File: config.mk
export PLATFORM = sky130hd
export DESIGN_NAME = fifo_ctrl_sync
export DESIGN_NICKNAME = d
export VERILOG_FILES = /design/src/rtl/fifo_ctrl_sync.sv
export SDC_FILE = /design/constraint.sdc
export NUM_CORES = 1
export LEC_CHECK = 0
export CAP_MARGIN = 0
export CORE_ASPECT_RATIO = 2
export CORE_MARGIN = 1.5
export CORE_UTILIZATION = 34
export CTS_BUF_LIST = sky130_fd_sc_hd__clkbuf_4 sky130_fd_sc_hd__clkbuf_8
export CTS_CLUSTER_DIAMETER = 120
export DETAILED_ROUTE_END_ITERATION = 12
export GPL_TIMING_DRIVEN = 1
export PLACE_DENSITY_LB_ADDON = 0.08
export SYNTH_ARGS = -nofsm -noshare
export SYNTH_HDL_FRONTEND = slang
export SYNTH_SLANG_ARGS = --single-unit
File: constraint.sdc
create_clock -name clk_i -period 3.9 [get_ports clk_i]
set_input_delay 0.585 -clock clk_i [delete_from_list [all_inputs] [get_ports clk_i]]
set_output_delay 0.585 -clock clk_i [all_outputs]
set_load 0.02 [all_outputs]
File: src/rtl/fifo_ctrl_sync.sv
// rtl/fifo_ctrl_sync.sv - synchronous FIFO controller driving an external 1-cycle-latency dual-port RAM
module fifo_ctrl_sync #(
    parameter int ADDR_WIDTH    = 8,
    parameter int DATA_WIDTH    = 36,
    parameter int AFULL_THRESH  = 252,
    parameter int AEMPTY_THRESH = 4
) (
    input  logic                  clk_i,
    input  logic                  rst_i,
    input  logic                  push_i,
    input  logic [DATA_WIDTH-1:0] din_i,
    input  logic                  pop_i,
    input  logic                  clr_err_i,
    output logic [DATA_WIDTH-1:0] dout_o,
    output logic                  dout_valid_o,
    output logic                  full_o,
    output logic                  empty_o,
    output logic                  almost_full_o,
    output logic                  almost_empty_o,
    output logic [ADDR_WIDTH:0]   count_o,
    output logic                  overflow_o,
    output logic                  underflow_o,
    output logic                  ram_wen_no,
    output logic [DATA_WIDTH-1:0] ram_bwen_no,
    output logic [ADDR_WIDTH-1:0] ram_waddr_o,
    output logic [DATA_WIDTH-1:0] ram_data_o,
    output logic                  ram_ren_no,
    output logic [ADDR_WIDTH-1:0] ram_raddr_o,
    input  logic [DATA_WIDTH-1:0] ram_q_i
);

    localparam logic [ADDR_WIDTH:0] DEPTH_C  = {1'b1, {ADDR_WIDTH{1'b0}}};
    localparam logic [ADDR_WIDTH:0] AFULL_C  = (ADDR_WIDTH+1)'(AFULL_THRESH);
    localparam logic [ADDR_WIDTH:0] AEMPTY_C = (ADDR_WIDTH+1)'(AEMPTY_THRESH);

    logic [ADDR_WIDTH:0] wptr, rptr, wptr_nxt, rptr_nxt, count_nxt;
    logic                push_ok, pop_ok, valid_q;

    // Accept decisions use the flags registered at the start of the cycle
    assign push_ok = push_i & ~full_o & ~rst_i;
    assign pop_ok  = pop_i & ~empty_o & ~rst_i;

    assign wptr_nxt  = wptr + (ADDR_WIDTH+1)'(push_ok);
    assign rptr_nxt  = rptr + (ADDR_WIDTH+1)'(pop_ok);
    assign count_nxt = wptr_nxt - rptr_nxt;
    assign count_o   = wptr - rptr;

    assign ram_wen_no  = ~push_ok;
    assign ram_bwen_no = {DATA_WIDTH{~push_ok}};
    assign ram_waddr_o = wptr[ADDR_WIDTH-1:0];
    assign ram_data_o  = din_i;
    assign ram_ren_no  = ~pop_ok;
    assign ram_raddr_o = rptr[ADDR_WIDTH-1:0];

    // A read completing into a reset cycle is dropped along with the contents
    assign dout_o       = ram_q_i;
    assign dout_valid_o = valid_q & ~rst_i;

    always_ff @(posedge clk_i) begin
        if (rst_i) begin
            wptr           <= '0;
            rptr           <= '0;
            full_o         <= 1'b0;
            empty_o        <= 1'b1;
            almost_full_o  <= 1'b0;
            almost_empty_o <= 1'b1;
            valid_q        <= 1'b0;
            overflow_o     <= 1'b0;
            underflow_o    <= 1'b0;
        end else begin
            wptr           <= wptr_nxt;
            rptr           <= rptr_nxt;
            full_o         <= (count_nxt == DEPTH_C);
            empty_o        <= (count_nxt == '0);
            almost_full_o  <= (count_nxt >= AFULL_C);
            almost_empty_o <= (count_nxt <= AEMPTY_C);
            valid_q        <= pop_ok;
            // A new error wins over a simultaneous clear
            overflow_o     <= (push_i & full_o) | (overflow_o & ~clr_err_i);
            underflow_o    <= (pop_i & empty_o) | (underflow_o & ~clr_err_i);
        end
    end

endmodule

# Yosys cells after proc, flatten, opt, wreduce, memory -nomap -nowiden
# Index checks and enable logic that the tools add are counted.
word_totals:
  regBits: 25
  inputBits: 77
  out_inout_bits: 142
op_classes:
  order_cmp: 2
  reduce_logical: 1
  n_addsub: 4
  n_eq_ne: 1
  bitwise_logic: 17
ops:
  columns: ["op", "count"]
  rows:
  - ["$add A9 B1 Y9", 2]
  - ["$sub A9 B9 Y9", 2]
  - ["$and A1 B1 Y1", 9]
  - ["$eq A9 B9 Y1 const B", 1]
  - ["$ge A9 B8 Y1 const B", 1]
  - ["$le A9 B3 Y1 const B", 1]
  - ["$logic_not A9 Y1", 1]
  - ["$not A1 Y1", 6]
  - ["$or A1 B1 Y1", 2]

# Depth between registers and ports, before layout
depth:
  ltp_word: 6
  mapped_depth: 15

# Worst setup path before layout
# Ideal clock, no wire load.
synth_path:
  kind: "input to register"
  from: "in rst_i"
  to: "reg full_o"
  arrival_ns: 3.190
  path_buffers: 1
  stages: 12
  path_slack_ns: 0.614
  cell_sequence: "clkbuf_1 -> nor2_1 -> and2_1 -> ha_1 -> ha_1 -> fa_1 -> a211oi_1 -> nor2_1 -> o21a_1 -> o31ai_1 -> o2111a_1 -> nor4b_1"
synth_via:
  elab_chain_cells: 5
synth_rtl:
  columns: ["element", "line_no", "rtl"]
  rows:
  - ["from (decl)", "9", "input logic rst_i,"]
  - ["$not A1 Y1", "40", "assign push_ok = push_i & ~full_o & ~rst_i;"]
  - ["$and A1 B1 Y1", "40", null]
  - ["$add A9 B1 Y9", "43", "assign wptr_nxt = wptr + (ADDR_WIDTH+1)'(push_ok);"]
  - ["net wptr_nxt[1]", "36", "logic [ADDR_WIDTH:0] wptr, rptr, wptr_nxt, rptr_nxt, count_nxt;"]
  - ["$sub A9 B9 Y9", "45", "assign count_nxt = wptr_nxt - rptr_nxt;"]
  - ["$eq A9 B9 Y1", "73", "full_o <= (count_nxt == DEPTH_C);"]
  - ["to (signal assigned)", "73", null]
  - ["to (decl)", "16", "output logic full_o,"]
# The timed path passes the listed nets, and every way through them passes these cells.
# A chain may end at the register's enable or synchronous reset.

# Worst setup path after layout
layout_path:
  from: "reg wptr[0]"
  to: "out count_o[8]"
layout_via:
  elab_chain_cells: 1
layout_rtl:
  columns: ["element", "line_no", "rtl"]
  rows:
  - ["from (decl)", "36", null]
  - ["from (signal assigned)", "71", "wptr <= wptr_nxt;"]
  - ["$sub A9 B9 Y9", "46", "assign count_o = wptr - rptr;"]
  - ["to (decl)", "20", "output logic [ADDR_WIDTH:0] count_o,"]
# No other way between the ends.

==> flow_summary.yaml <==
detailed_routing:
  wl_per_cell_um: 14.9
  wl_um: 5740
  vias_per_cell: 4.71
  remaining_drc_errors: 0
  drt_iter0_markers: 29
  drtPass1Iterations: 4
  detail-route-antenna-nets: 0
  vias: 1815
setup_path:
  slowest_stage: "clkdlybuf4s50_1"
  path_class: "reg2out"
  critical_path.max_fanout: 3
  required_ns: 3.31
  critPathArrivalTime_ns: 3.01
  crit_path_start_kind: "flop"
  timing.rr.start: "empty_o"
  cp_slowest_stage_delay_ns: 0.62
  path_cells: "inv_1 > ha_1 > fa_1 > nor2b_1 > o21ai_0 > a21boi_0 > o21ai_0 > a21oi_1 > xnor2_1 > clkdlybuf4s50_1"
  r2r_end: "full_o"
  rrSetupSlack_ns: 0.80
  endpoint_kind: "output port"
  path_common_cell: "o21ai_0"
  reg2regPathDepth: 11
final_layout:
  final_util_pct: 35.4
  area_growth_pct: 0.280
  drive_gt1_share_pct: 5.15
  diodes: 0
  nets: 391
timing:
  drv_slew: 0
  max_freq_mhz: 278
  relSlewSlack_pct: 76.2
  tightestPinTransition_ns: 0.355
  fin_crit_ns: 3.60
  skew_ns: 0.00186
  rsz0062_at_grt: "false"
  min_period_over_period_pct: 92.3
  hold_viol: 0
  setup_viol: 0
  final.setup.tns_ns: 0
clocking:
  htree_levels: 1
  clkLatencyLatePin_ns: 0.27
  clock-sinks: 25
  cts_made_buffers: 3
  clk_path_buf_depth: 2
  ctsResizeCount: 0
  cts_tree: "built"
  postCtsHoldBufs: 0
  postCtsSetupBuffers: 0
  clk_pin_slew_ns: 0.09
  cts.root.buffer_cell: "clkbuf_8"
synthesis:
  yosysWarningCount: 0
  synth_area_leaders: "buf_4, dfxtp_1, ha_1"
  synth_area_leader_cell: "buf_4"
  syn_area_sq_um: 2680
  syn_area_per_cell_sq_um: 8.04
  netlist_instances: 334
  seq_area_frac_synth_pct: 18.6
  synth_top_area_share_pct: 34.7
  synth_edf_count: 0
  yosys_register_bits: 25
  async_flop_share_pct: 0
  syn_nets: 433
  synth.distinct_cells: 39
  synth_ff_type: "dfxtp_1"
power:
  p_int_w: 0.000491
  leakage_nw: 1.03
  irDropWorstVdd_mv: 0.270
  pwr-share-comb_pct: 41.7
  switchingPower_w: 0.000259
  clkPwrFrac_pct: 21.3
  power_density_nw_per_um2: 279
  p_seq_share_pct: 37.0
  switching_share_pct: 34.6
placement:
  gp_congestion: 0.824
  dp.final_hpwl_um: 4820
  port_buffers: 74
die:
  dieArea_sq_um: 8470
  start_util_pct: 35.3
  die_h_um: 129
  io_pins: 219
  die-width_um: 65.8
  core_sq_um: 7600
  rows: 45
global_routing:
  antenna_found_initial: 0
  grt_pass1_wl_um: 8540
  grt_usage_pct: 13.4
  overflow: 0
  grt_max_degree: 38
  grt_pass1_vias: 1723
flow_run:
  maxCapViolCount: 0
worst_hold_path:
  min_path_cells: 2
  holdPathEnd: "overflow_o"
  min_path_type: "reg2reg"
  hp-start: "overflow_o"
run_status:
  status: "finished, final reports clean"
stage by stage:
step | setup slack, ns | cell area, sq um | cells | power [W] | hold WS (ns)
global placement | 0.0840 | 2650 | 381 | 0.000604 | 0.477
detailed placement | 0.00908 | 2650 | 381 | 0.000602 | 0.495
finish | 0.302 | 2690 | 385 | 0.000751 | 0.509
global route | 0.0643 | 2690 | 385 | 0.000795 | 0.547
CTS | 0.184 | 2690 | 385 | 0.000768 | 0.513
floorplan | 0.614 | 2680 | 334 | 0.000608 | 0.503
cells in the mapped netlist (6+ instances only):
master	number
a21oi_1	9
buf_4	124
nor2b_1	15
nand3_1	8
nor3_1	6
ha_1	20
xnor2_1	18
inv_1	21
xor2_1	8
nand2_1	7
nor2_1	25
dfxtp_1	25
o21ai_0	7
how the worst max path moves through the flow:
stage	startpoint	endpoint	slack [ns]	cells past startpoint
floorplan	rst_i	full_o	0.61	12
global placement	rst_i	empty_o	0.08	12
detailed placement	pop_i	empty_o	0.009	12
CTS	wptr[0]	count_o[8]	0.18	10
global route	pop_i	full_o	0.06	12
finish	wptr[0]	count_o[8]	0.30	10
flip-flops by register name, summed over array words and instances (netlist names):
name and cells:
empty_o 1, full_o 1, wptr 9, overflow_o 1, rptr 9, underflow_o 1
almost_full_o 1, valid_q 1, almost_empty_o 1
cells in the final DEF, fill, tap and decap left out, types with 2 or more instances in the layout:
cell type and count:
nor3_2 2, inv_1 21, or3_1 2, clkbuf_8 3, nand3_1 8, nand2b_1 2, a21oi_1 9, nand4_1 2
nand2_1 7, nor3_1 6, buf_4 6, clkdlybuf4s50_1 74, o31ai_1 2, dfxtp_1 25, o21a_1 3, nor2_1 25
xor2_1 8, o21ai_0 7, a22oi_1 2, xnor2_1 18, ha_1 20, fa_1 2, nor3b_1 3, nor2b_1 15
a21boi_0 3
worst max-delay path, delay by kind of cell (launching register included):
| kind | cells | cell delay [ns] |
|---|---|---|
| adder cells (fa/ha/maj) | 2 | 0.65 |
| buffers and inverters | 2 | 0.68 |
| XOR/XNOR | 1 | 0.14 |
| AO/OA/AOI/OAI | 4 | 0.75 |
| flip-flops | 1 | 0.37 |
| AND/OR/NAND/NOR | 1 | 0.15 |
power groups by stage:
stage	logic, W	registers (W)	clock network, W
after global placement	0.000319	0.000285	0
after CTS	0.000319	0.000278	0.000171
final	0.000313	0.000278	0.000160
after floorplan	0.000313	0.000295	0
after detailed placement	0.000318	0.000285	0
after global routing	0.000338	0.000281	0.000176
final cells by class:
type | instances | area, sq um
Clock buffer | 3 | 41.3
Multi-Input combinational cell | 161 | 1160
Tap cell | 94 | 118
Timing Repair Buffer | 80 | 786
Sequential cell | 25 | 500
Fill cell | 797 | 4910
Inverter | 21 | 78.8
Clock inverter | 1 | 5.00
metal layers:
metal,GRT usage (%),share of wire [%]
met2,24.2,53
met3,2.62,7.4
met5,0,0
met1,12.3,34
met4,11.0,5.4
logic make-up after synthesis:
logic type / count (synthesis) / synth area share, %
flip-flops: 25 / 18.6
buffers and inverters: 148 / 38.0
adder cells (fa/ha/maj): 22 / 10.8
AO/OA/AOI/OAI: 34 / 8.30
XOR/XNOR: 27 / 9.09
AND/OR/NAND/NOR: 78 / 15.1
(Power assumes the default switching activity.)
